**config.mk**
```make
export PLATFORM = sky130hd
export DESIGN_NAME = pack_i32_stream_flat
export DESIGN_NICKNAME = d
export VERILOG_FILES = /design/src/rtl/leb128_pkg.sv /design/src/rtl/pack_i32_stream_if.sv /design/src/rtl/leb128_enc_step.sv /design/src/rtl/pack_i32_stream.sv /design/src/flat_wrapper.sv
export SDC_FILE = /design/constraint.sdc
export NUM_CORES = 1
export LEC_CHECK = 0
export CAP_MARGIN = 30
export CORE_ASPECT_RATIO = 0.6
export CORE_MARGIN = 10
export CORE_UTILIZATION = 49
export DETAILED_ROUTE_END_ITERATION = 8
export PLACE_DENSITY = 0.77
export RECOVER_POWER = 25
export SYNTH_ARGS = -nofsm -noshare
export SYNTH_HDL_FRONTEND = slang
export SYNTH_SLANG_ARGS = --single-unit
```
**constraint.sdc**
```tcl
create_clock -name clk -period 3.05 [get_ports clk]
set_clock_uncertainty 0.15 [all_clocks]
set_input_delay 0.7625 -clock clk [delete_from_list [all_inputs] [get_ports clk]]
set_output_delay 0.7625 -clock clk [all_outputs]
set_load 0.01 [all_outputs]
```
**src/rtl/leb128_pkg.sv**
```systemverilog
// Shared constants and state encoding for the 32-bit LEB128 stream packer.
package leb128_pkg;

    localparam int GROUP_BITS    = 7;
    localparam int MAX_BYTES_I32 = 5;

    typedef enum logic {
        IDLE = 1'b0,
        SEND = 1'b1
    } state_t;

endpackage

```
**src/rtl/pack_i32_stream_if.sv**
```systemverilog
// Word-in / byte-out handshake bundle; the packer is the slave, its environment the master.
interface pack_i32_stream_if;

    logic        in_valid;
    logic        in_ready;
    logic [31:0] in_data;
    logic        out_valid;
    logic        out_ready;
    logic [7:0]  out_data;
    logic        out_last;

    modport slave (
        input  in_valid, in_data, out_ready,
        output in_ready, out_valid, out_data, out_last
    );

    modport master (
        output in_valid, in_data, out_ready,
        input  in_ready, out_valid, out_data, out_last
    );

endinterface

```
**src/rtl/leb128_enc_step.sv**
```systemverilog
// One LEB128 group step: emits the byte for the current remaining value and the value after it.
module leb128_enc_step
    import leb128_pkg::*;
#(
    parameter bit SIGNED = 1'b1
) (
    input  logic [31:0] value_i,
    input  logic [2:0]  idx_i,
    output logic [7:0]  byte_o,
    output logic        last_o,
    output logic [31:0] next_o
);

    logic [GROUP_BITS-1:0] grp;
    logic                  term;

    always_comb begin
        grp = value_i[GROUP_BITS-1:0];
        if (SIGNED) begin
            next_o = $signed(value_i) >>> GROUP_BITS;
            // Stop once the remaining bits are pure sign extension of the group's top bit.
            term = ((next_o == '0) && !grp[GROUP_BITS-1]) ||
                   ((next_o == '1) &&  grp[GROUP_BITS-1]);
        end else begin
            next_o = value_i >> GROUP_BITS;
            term   = (next_o == '0);
        end
        last_o = term || (idx_i == 3'(MAX_BYTES_I32 - 1));
        byte_o = {~last_o, grp};
    end

endmodule

```
**src/rtl/pack_i32_stream.sv**
```systemverilog
// Accepts 32-bit words and streams them out as LEB128 bytes, one byte per cycle.
module pack_i32_stream
    import leb128_pkg::*;
#(
    parameter bit SIGNED = 1'b1
) (
    input  logic               clk,
    input  logic               reset_n,
    pack_i32_stream_if.slave   s
);

    state_t      state_q, state_d;
    logic [31:0] val_q, val_d;
    logic [2:0]  idx_q, idx_d;

    logic [7:0]  enc_byte;
    logic        enc_last;
    logic [31:0] enc_next;
    logic        load;

    leb128_enc_step #(.SIGNED(SIGNED)) u_step (
        .value_i (val_q),
        .idx_i   (idx_q),
        .byte_o  (enc_byte),
        .last_o  (enc_last),
        .next_o  (enc_next)
    );

    always_ff @(posedge clk or negedge reset_n) begin
        if (!reset_n) begin
            state_q <= IDLE;
            val_q   <= '0;
            idx_q   <= '0;
        end else begin
            state_q <= state_d;
            val_q   <= val_d;
            idx_q   <= idx_d;
        end
    end

    always_comb begin
        state_d     = state_q;
        val_d       = val_q;
        idx_d       = idx_q;
        load        = 1'b0;
        s.in_ready  = 1'b0;
        s.out_valid = 1'b0;
        case (state_q)
            IDLE: begin
                s.in_ready = 1'b1;
                if (s.in_valid) begin
                    load    = 1'b1;
                    state_d = SEND;
                end
            end
            SEND: begin
                s.out_valid = 1'b1;
                // A new word may enter only as the final byte leaves, so there is no bubble.
                s.in_ready  = s.out_ready & enc_last;
                if (s.out_ready) begin
                    if (enc_last) begin
                        if (s.in_valid) begin
                            load = 1'b1;
                        end else begin
                            state_d = IDLE;
                        end
                    end else begin
                        val_d = enc_next;
                        idx_d = 3'(idx_q + 3'd1);
                    end
                end
            end
            default: state_d = IDLE;
        endcase
        if (load) begin
            val_d = s.in_data;
            idx_d = '0;
        end
    end

    assign s.out_data = (state_q == SEND) ? enc_byte : 8'h00;
    assign s.out_last = (state_q == SEND) && enc_last;

endmodule

```
**src/flat_wrapper.sv**
```systemverilog
// flat-port wrapper written by rule: the top's interface ports become plain ports
module pack_i32_stream_flat import leb128_pkg::*;
#(
    parameter bit SIGNED = 1'b1
)
  (clk, reset_n, s_in_valid, s_in_data, s_out_ready, s_in_ready, s_out_valid, s_out_data, s_out_last);
  pack_i32_stream_if s_i ();
  input  logic clk;
  input  logic reset_n;
  input wire logic [$bits(s_i.in_valid)-1:0] s_in_valid;
  input wire logic [$bits(s_i.in_data)-1:0] s_in_data;
  input wire logic [$bits(s_i.out_ready)-1:0] s_out_ready;
  output wire logic [$bits(s_i.in_ready)-1:0] s_in_ready;
  output wire logic [$bits(s_i.out_valid)-1:0] s_out_valid;
  output wire logic [$bits(s_i.out_data)-1:0] s_out_data;
  output wire logic [$bits(s_i.out_last)-1:0] s_out_last;
  assign s_i.in_valid = s_in_valid;
  assign s_i.in_data = s_in_data;
  assign s_i.out_ready = s_out_ready;
  assign s_in_ready = s_i.in_ready;
  assign s_out_valid = s_i.out_valid;
  assign s_out_data = s_i.out_data;
  assign s_out_last = s_i.out_last;
  pack_i32_stream #(.SIGNED(SIGNED)) u_core (.clk(clk), .reset_n(reset_n), .s(s_i));
endmodule
```
# Word level (Yosys, flattened, before mapping)
# Index checks and enable logic that the tools add are counted.
word_totals:
  reg_bits: 36
  in_bits: 36
  output_inout_bits: 11
  word_cells: 39
op_classes:
  n_addsub: 1
  eq_ne: 3
  muxes: 18
  n_bitwise: 3
  n_reduce_logical: 10
ops:
  columns: ["op", "count"]
  rows:
  - ["32-bit 2-to-1 mux", 3]
  - ["32-bit == test, second input constant", 1]
  - ["32-bit zero test", 1]
  - ["31-bit 2-to-1 mux", 1]
  - ["3-bit 2-to-1 mux", 4]
  - ["8-bit 2-to-1 mux", 1]
  - ["1-bit 2-to-1 mux", 6]
  - ["1-bit one-hot mux with 2 select lines", 3]
  - ["2-bit nonzero test", 2]
  - ["3-bit by 1-bit adder with 3-bit output, second input constant", 1]
  - ["3-bit == test, second input constant", 1]
  - ["1-bit logical AND", 3]
  - ["3-bit AND reduction", 1]
  - ["1-bit logical OR", 2]
  - ["2-bit inequality test, second input constant", 1]
  - ["1-bit NOT", 2]
  - ["1-bit AND", 1]
  - ["1-bit zero test", 1]

# Logic depth before layout (Yosys ltp)
# Gate-level depths: netlist (run 1).
depth:
  depth_word: 9
  mapped_depth: 8
  mapped_depth_nobuf: 7

# By module
# A second synthesis (run 1) with hierarchy kept.
unflattened:
  cells_unflattened: 273
  hier_area_um2: 2473.6
modules_own_cells:
  columns: ["mod", "n_inst", "cells_each", "area_each_um2", "seq_area_each_um2"]
  rows:
  - ["pack_i32_stream", 1, 211, 2044.5, 900.9]
  - ["leb128_enc_step", 1, 62, 429.2, 0.0]

# Worst setup path before layout (run 1)
# OpenSTA, ideal clock, no wires.
synth_path:
  path_kind: "reg-to-output"
  startpoint: "reg u_core.val_q[18]"
  endpoint: "out s_in_ready"
  t_arrival_ns: 1.779
  required_ns: 2.138
  setup_slack_ns: 0.358
  stages_incl_launch_ff: 6
  path_buffers: 0
  cell_sequence: "dfrtp_1 > nand4_1 > or4_4 > nor4_4 > nor2_1 > o21ai_0"
synth_via:
  elab_chain_len: 6
  elab_cells_between_ends: 8
  cone_classes: "eq/ne (1); mux (1); bitwise (1); reduce/logical (5)"
synth_rtl:
  columns: ["element", "line_no", "source"]
  rows:
  - ["from (decl)", "pack_i32_stream.sv:13", "logic [31:0] val_q, val_d;"]
  - ["from (signal assigned)", "pack_i32_stream.sv:36", "val_q <= val_d;"]
  - ["32-bit == test or 32-bit zero test (tied branches)", "leb128_enc_step.sv:23, leb128_enc_step.sv:22", null]
  - ["1-bit logical AND (on tied branches)", "leb128_enc_step.sv:23, leb128_enc_step.sv:22", null]
  - ["1-bit logical OR (*)", "leb128_enc_step.sv:22", "term = ((next_o == '0) && !grp[GROUP_BITS-1]) ||"]
  - ["1-bit logical OR (*)", "leb128_enc_step.sv:28", "last_o = term || (idx_i == 3'(MAX_BYTES_I32 - 1));"]
  - ["1-bit AND (*)", "pack_i32_stream.sv:59", "s.in_ready = s.out_ready & enc_last;"]
  - ["1-bit one-hot mux with 2 select lines (*)", "pack_i32_stream.sv:48", "case (state_q)"]
  - ["to (decl)", "flat_wrapper.sv:13", "output wire logic [$bits(s_i.in_ready)-1:0] s_in_ready;"]
# Every way passes the cells marked *; elsewhere a longest branch is shown, timed or not.

# Final worst setup path (run 1)
layout_path:
  startpoint: "reg u_core.val_q[20]"
  endpoint: "out s_out_data[7]"
layout_via:
  elab_chain_len: 6
  elab_cells_between_ends: 8
  cone_classes: "eq/ne (1); mux (1); bitwise (1); reduce/logical (5)"
layout_rtl:
  columns: ["element", "line_no", "source"]
  rows:
  - ["32-bit == test or 32-bit zero test (tied branches)", "leb128_enc_step.sv:23, leb128_enc_step.sv:22", null]
  - ["1-bit logical AND (on tied branches)", "leb128_enc_step.sv:23, leb128_enc_step.sv:22", null]
  - ["1-bit logical OR (*)", "leb128_enc_step.sv:22", null]
  - ["1-bit logical OR (*)", "leb128_enc_step.sv:28", null]
  - ["1-bit NOT (*)", "leb128_enc_step.sv:29", "byte_o = {~last_o, grp};"]
  - ["8-bit 2-to-1 mux (*)", "pack_i32_stream.sv:81", "assign s.out_data = (state_q == SEND) ? enc_byte : 8'h00;"]
  - ["to (decl)", "flat_wrapper.sv:15", "output wire logic [$bits(s_i.out_data)-1:0] s_out_data;"]
# Marks and branches as above.

==> flow_metrics.env, run 1 <==
export IMPL_hold_viol=0
export IMPL_synth_ff_type="dfrtp_1"
export IMPL_crit_chain="nand2_1 -> or4_4 -> nor4_4 -> buf_4 -> nor3b_1 -> dlygate4sd2_1"
export IMPL_fillers=293
export IMPL_swShare_pct=38.9
export IMPL_initialDrtViolationCount=219
export IMPL_synthArstFlopShare_pct=100
export IMPL_power_uw=2360
export IMPL_dp_slack_ps=-98.4
export IMPL_worstMarginPinSlew_ps=899
export IMPL_hp_class="flop to flop"
export IMPL_ir_drop_v=0.000546
export IMPL_die_h_um=67.8
export IMPL_critPathBufInv=2
export IMPL_wl_um=5510
export IMPL_syn_inst=200
export IMPL_vias_per_cell=5.65
export IMPL_critPathTopFamily="simple AND/OR/NAND/NOR gates"
export IMPL_worst_setup_path_start_kind="flop"
export IMPL_cts_hold_buf=0
export IMPL_synth_area_leaders="dfrtp_1, a222oi_1, inv_1, nand2_1, and2_1"
export IMPL_first_global_vias=1748
export IMPL_synth_top_area_share_pct=48.2
export IMPL_die_x_um=99.7
export IMPL_htreeDepth=2
export IMPL_placed_area_um2=2510
export IMPL_ant_nets=0
export IMPL_hpwl_um=4100
export IMPL_timing_fmax_mhz=339
export IMPL_clockBufferDepth=2
export IMPL_grt_pass1_wl_um=8770
export IMPL_crit_slowest_cell="or4_4"
export IMPL_p_leak_uw=0.00131
export IMPL_synth_edff_count=0
export IMPL_ys_seq_area_share_pct=48.2
export IMPL_slew_headroom_pct=40.0
export IMPL_cts_sinks=36
export IMPL_design_die_area_um2=6760
export IMPL_start_util_pct=50.8
export IMPL_top_usage_layer="met2"
export IMPL_core_area_um2=3680
export IMPL_required_ps=2140
export IMPL_status="completed"
export IMPL_met3_usage_pct=6.93
export IMPL_final_area_um2=2600
export IMPL_netSwitchingPower_uw=916
export IMPL_clock_latency_ps=290
export IMPL_port_buffers=46
export IMPL_critPathMaxStageDelay_ps=550
export IMPL_avgSynthCellArea_um2=9.34
export IMPL_synth_seq_cells=36
export IMPL_internal_power_uw=1440
export IMPL_power_density_nw_per_um2=906
export IMPL_layout_area_overhead_vs_synth_pct=39.3
export IMPL_clk_pin_slew_ps=70
export IMPL_pin_count=47
export IMPL_grt_max_degree=37
export IMPL_criticalPathCategory="flop to output port"
export IMPL_setup_ws_ps=98.9
export IMPL_core_rowCount=17
export IMPL_drv_cap=0
export IMPL_rsz0062_at_grt="false"
export IMPL_grt_total_usage_pct=16.1
export IMPL_place_gp_congestion=0.814
export IMPL_met2_usage_pct=23.6
export IMPL_cts_buffers_inserted=5
export IMPL_yosysTopAreaCell="dfrtp_1"
export IMPL_drtPass1Iterations=6
export IMPL_n_antenna_cell=0
export IMPL_grtUsageMet1_pct=21.5
export IMPL_critPathCaptureType="output port"
export IMPL_cp_max_fo=3
export IMPL_finalCritPeriodShare_pct=96.8
export IMPL_synthDistinctLibCells=26
export IMPL_yosysWarnings=0
export IMPL_clockRootBuffer="clkbuf_8"
export IMPL_regArea_um2=901
export IMPL_clockPowerShare_pct=15.0
export IMPL_setup_violations=0
export IMPL_fin_cells=316
export IMPL_syn_num_nets=238
export IMPL_avgRoutedWirePerCell_um=17.4
export IMPL_min_period_ps=2950
export IMPL_gr_total_overflow=0
export IMPL_drc=0
export IMPL_nets=306
export IMPL_cts_tree="built"
export IMPL_num_vias=1785
export IMPL_slew_violations=0
export IMPL_p_comb_share_pct=48.0
export IMPL_cp_data_arrival_time_ps=2040
export IMPL_tns_ps=0
export IMPL_netlist_area_um2=1870
export IMPL_p_seq_share_pct=37.0
export IMPL_layout_drive_gt1_share_pct=15.2
export IMPL_dpl_cell_count=308
export IMPL_multiInputGateArea_um2=712
export IMPL_rrSetupSlack_ps=460
export IMPL_antenna_found_initial=0
timing repair:
item / CTS / global route
buffers inserted: 0 / 0
endpoints found under the hold margin: 0 / 0
gates resized for setup: 4 / 8
setup endpoints to repair: 3 / 3
pin swaps: 2 / 1
gates cloned: 0 / 0
placed cells by master (no fill, tap or decap), drive strengths merged:
master         count
clkbuf            11
a31oi              7
ha                 2
nor3               1
clkdlybuf4s50     42
nand4              7
nand2             20
a222oi            24
nor2b              1
nor4               8
o21ai              3
a22o               1
nand2b             1
dlygate4sd2        1
inv               59
nor3b              2
or4                1
mux2               2
o311ai             1
dfrtp             36
nor2               5
nand3              3
buf               22
and2               8
dlygate4sd3        1
cell usage after synthesis, types with 2 or more instances:
library cell / instances
buf_2: 4
nor4_1: 7
a31oi_1: 7
a222oi_1: 24
o21ai_0: 3
nor2_4: 2
buf_6: 2
ha_1: 2
nand3_1: 3
nand4_1: 7
and2_1: 8
inv_1: 59
nor2_1: 3
nor3b_1: 2
mux2_2: 2
dfrtp_1: 36
nand2_1: 20
cells by family (layout without fill, tap and decap cells):
kind of cell	count (synthesis)	after routing	share of synthesized area [%]
buffers and inverters	67	136	14.5
adder cells (fa/ha/maj)	2	2	1.34
multiplexers	2	2	1.21
AO/OA/AOI/OAI	36	36	16.9
flip-flops	36	36	48.2
AND/OR/NAND/NOR	57	57	17.7
state kept, by name, indices dropped and copies added (netlist names):
signal / flops
u_core.val_q: 32
u_core.state_q: 1
u_core.idx_q: 3
cell type report:
class	count	share of cell area [%]
clock buffers	8	3.46
inverters	59	8.51
multi-input cells	97	27.4
flip-flops and latches	36	34.6
well taps	47	2.26
repair buffers	69	23.8
per-layer routing:
layer / wire, µm / vias up
met1: 2530 / 860
met2: 2350 / 85
met5: 0 / -
li1: - / 833
met3: 591 / 7
met4: 40 / 0
power by group through the flow:
stage	Combinational, µW	Sequential [µW]	Clock (µW)
2_1_floorplan	626	830	0
5_1_grt	1250	897	371
3_5_place_dp	1130	865	0
4_1_cts	1120	863	359
3_3_place_gp	1110	851	0
6_report	1130	873	353
per-stage QoR:
step	hold slack, ps	utilization [%]
finish	375	70.7
CTS	382	70.6
global route	407	70.7
global placement	363	68.2
detailed placement	369	68.2
floorplan	317	-
tightest hold or removal path, cell delays in order, from the launching register on:
cell and delay [ps]:
dfrtp_1 370, inv_1 50, a222oi_1 60
worst paths after layout:
check                                             startpoint                            to  cells after the start
worst max-delay path            u_core.val_q[20]$_DFFE_PN0P_                 s_out_data[7]                      6
worst min-delay path             u_core.val_q[2]$_DFFE_PN0P_   u_core.val_q[2]$_DFFE_PN0P_                      2
worst max register to register  u_core.val_q[20]$_DFFE_PN0P_   u_core.val_q[4]$_DFFE_PN0P_                      9
worst min register to register   u_core.val_q[2]$_DFFE_PN0P_   u_core.val_q[2]$_DFFE_PN0P_                      2
max in group asynchronous                            reset_n  u_core.val_q[15]$_DFFE_PN0P_                      2
min in group asynchronous                            reset_n  u_core.val_q[11]$_DFFE_PN0P_                      2
Note: power is estimated with default switching activity, not from simulation.
==> inputs of run 2 (changes only) <==
- GPL_ROUTABILITY_DRIVEN: default -> 0
==> results of run 2 <==
No change in the layout: final DEF, timing and power equal those of run 1.
==> inputs of run 3 (changes only) <==
- CORE_ASPECT_RATIO: 0.6 -> 0.75
- SLEW_MARGIN: default -> 20
==> run 3 against run 2 <==
Effect of this change: sequential share of layout area decreased by 0.72 points; non-clock buffer count increased by 2; combinational power increased by 4%; final cell count increased by 2.2%; critical path depth unchanged; clock power increased by 30%; fmax decreased by 1.5%; power increased by 5.1%; via count increased by 0.22%; core utilization increased by 1.9 points; worst setup slack got worse by 44 ps; sequential power decreased by 3.1%; largest power group unchanged; highest routed layer unchanged.
==> flow_metrics.env, run 3 (synthesis gave the netlist of run 1 again) <==
export IMPL_initialDrtViolationCount=272
export IMPL_ant_nets=0
export IMPL_clockBufferDepth=2
export IMPL_postCtsSetupBuffers=0
export IMPL_worst_setup_path_start_kind="flop"
export IMPL_final_common_cell="inv_1"
export IMPL_final_area_um2=2660
export IMPL_hold_path_end="u_core.val_q[2]$_DFFE_PN0P_"
export IMPL_cts_tree="built"
export IMPL_nets=308
export IMPL_whs_ps=377
export IMPL_worstMarginPinSlew_ps=878
export IMPL_hold_depth=2
export IMPL_cp_data_arrival_time_ps=2080
export IMPL_wl_um=5400
export IMPL_die_x_um=91.3
export IMPL_htreeDepth=2
export IMPL_drc=0
export IMPL_cp_max_fo=3
export IMPL_power_uw=2480
export IMPL_drtPass1Iterations=9
export IMPL_layout_area_overhead_vs_synth_pct=42.3
export IMPL_design_die_area_um2=6710
export IMPL_hp_class="flop to flop"
export IMPL_layout_drive_gt1_share_pct=16.6
export IMPL_hold_viol=0
export IMPL_die_h_um=73.5
export IMPL_ir_drop_v=0.000674
export IMPL_required_ps=2140
export IMPL_reg2reg_to="u_core.val_q[16]$_DFFE_PN0P_"
export IMPL_worst_r2r_path_depth=9
export IMPL_finalCritPeriodShare_pct=98.2
export IMPL_critPathCaptureType="output port"
export IMPL_num_vias=1789
export IMPL_start_util_pct=51.0
export IMPL_final_cell_mix="inv_1, clkdlybuf4s50_1, dfrtp_1, a222oi_1, buf_4"
export IMPL_largest_register="u_core.val_q"
export IMPL_slew_headroom_pct=41.5
export IMPL_clock_latency_ps=290
export IMPL_largest_reg_flops=32
export IMPL_drv_cap=0
export IMPL_gr_total_overflow=0
export IMPL_p_leak_uw=0.00134
export IMPL_r2r_start="u_core.val_q[17]$_DFFE_PN0P_"
export IMPL_cts_buffers_inserted=5
export IMPL_clockRootBuffer="clkbuf_8"
export IMPL_power_density_nw_per_um2=932
export IMPL_grt_total_usage_pct=15.8
export IMPL_clk_pin_slew_ps=70
export IMPL_min_period_ps=3000
export IMPL_hold_path_startpoint="u_core.val_q[2]$_DFFE_PN0P_"
export IMPL_setup_violations=0
export IMPL_reg_top3="u_core.val_q (32), u_core.idx_q (3), u_core.state_q (1)"
export IMPL_setup_ws_ps=54.5
export IMPL_slew_violations=0
export IMPL_cts_hold_buf=0
export IMPL_pin_count=47
export IMPL_placed_area_um2=2530
export IMPL_avgRoutedWirePerCell_um=16.7
export IMPL_grt_pass1_wl_um=8580
export IMPL_timing_fmax_mhz=334
export IMPL_vias_per_cell=5.54
export IMPL_criticalPathCategory="flop to output port"
export IMPL_n_antenna_cell=0
export IMPL_first_global_vias=1726
export IMPL_tns_ps=0
export IMPL_cts_sinks=36
export IMPL_hpwl_um=3920
export IMPL_grt_max_degree=37
export IMPL_status="completed"
export IMPL_antenna_found_initial=0
export IMPL_core_rowCount=19
export IMPL_dp_slack_ps=-165
export IMPL_rrSetupSlack_ps=400
export IMPL_rsz0062_at_grt="true"
export IMPL_core_area_um2=3660
export IMPL_port_buffers=46
-- run 3: area by class of cell --
cell class / count / area (µm²)
inverters: 59 / 221
flip-flops and latches: 36 / 901
fillers: 300 / 1000
multi-input cells: 97 / 708
repair buffers: 71 / 636
clock inverters: 1 / 30.0
well taps: 52 / 65.1
clock buffers: 7 / 96.3
-- run 3: power by group --
part           internal, µW  switching [µW]
clock network           288             172
logic                   583             589
registers               693             153
total                  1560             914
-- run 3: worst max-delay path: stages (launching register included) --
cell and delay (ps):
dfrtp_1 370, nand4_1 110, or4_4 540, nor4_4 290, buf_4 180, nor3b_1 60
clkdlybuf4s15_1 240
-- run 3: worst max path at each step --
stage / startpoint / endpoint / cells after the start
after floorplan: u_core.val_q[18]$_DFFE_PN0P_ / s_in_ready / 5
after global placement: u_core.val_q[18]$_DFFE_PN0P_ / s_in_ready / 6
after detailed placement: u_core.val_q[17]$_DFFE_PN0P_ / s_in_ready / 6
after CTS: u_core.val_q[17]$_DFFE_PN0P_ / s_out_last / 7
after global routing: u_core.val_q[12]$_DFFE_PN0P_ / s_out_data[7] / 6
final: u_core.val_q[17]$_DFFE_PN0P_ / s_out_data[7] / 6
-- run 3: what timing repair did --
item,4_1_cts,5_1_grt
resized for setup,5,9
pin swaps,1,2
setup endpoints to repair,3,2
-- run 3: metal layers --
metal  GRT usage, %  up-vias  share of wire (%)
li1               -      844                  -
met1           20.8      849                 45
met2           23.5       88                 45
met3           6.00        8                8.5
met4           5.20        0                1.4
met5              0        -                  0
-- run 3: stage by stage --
step	cells	util, %
2_1_floorplan	200	-
3_3_place_gp	315	69.1
3_5_place_dp	315	69.1
4_1_cts	323	72.5
5_1_grt	323	72.6
6_report	323	72.6
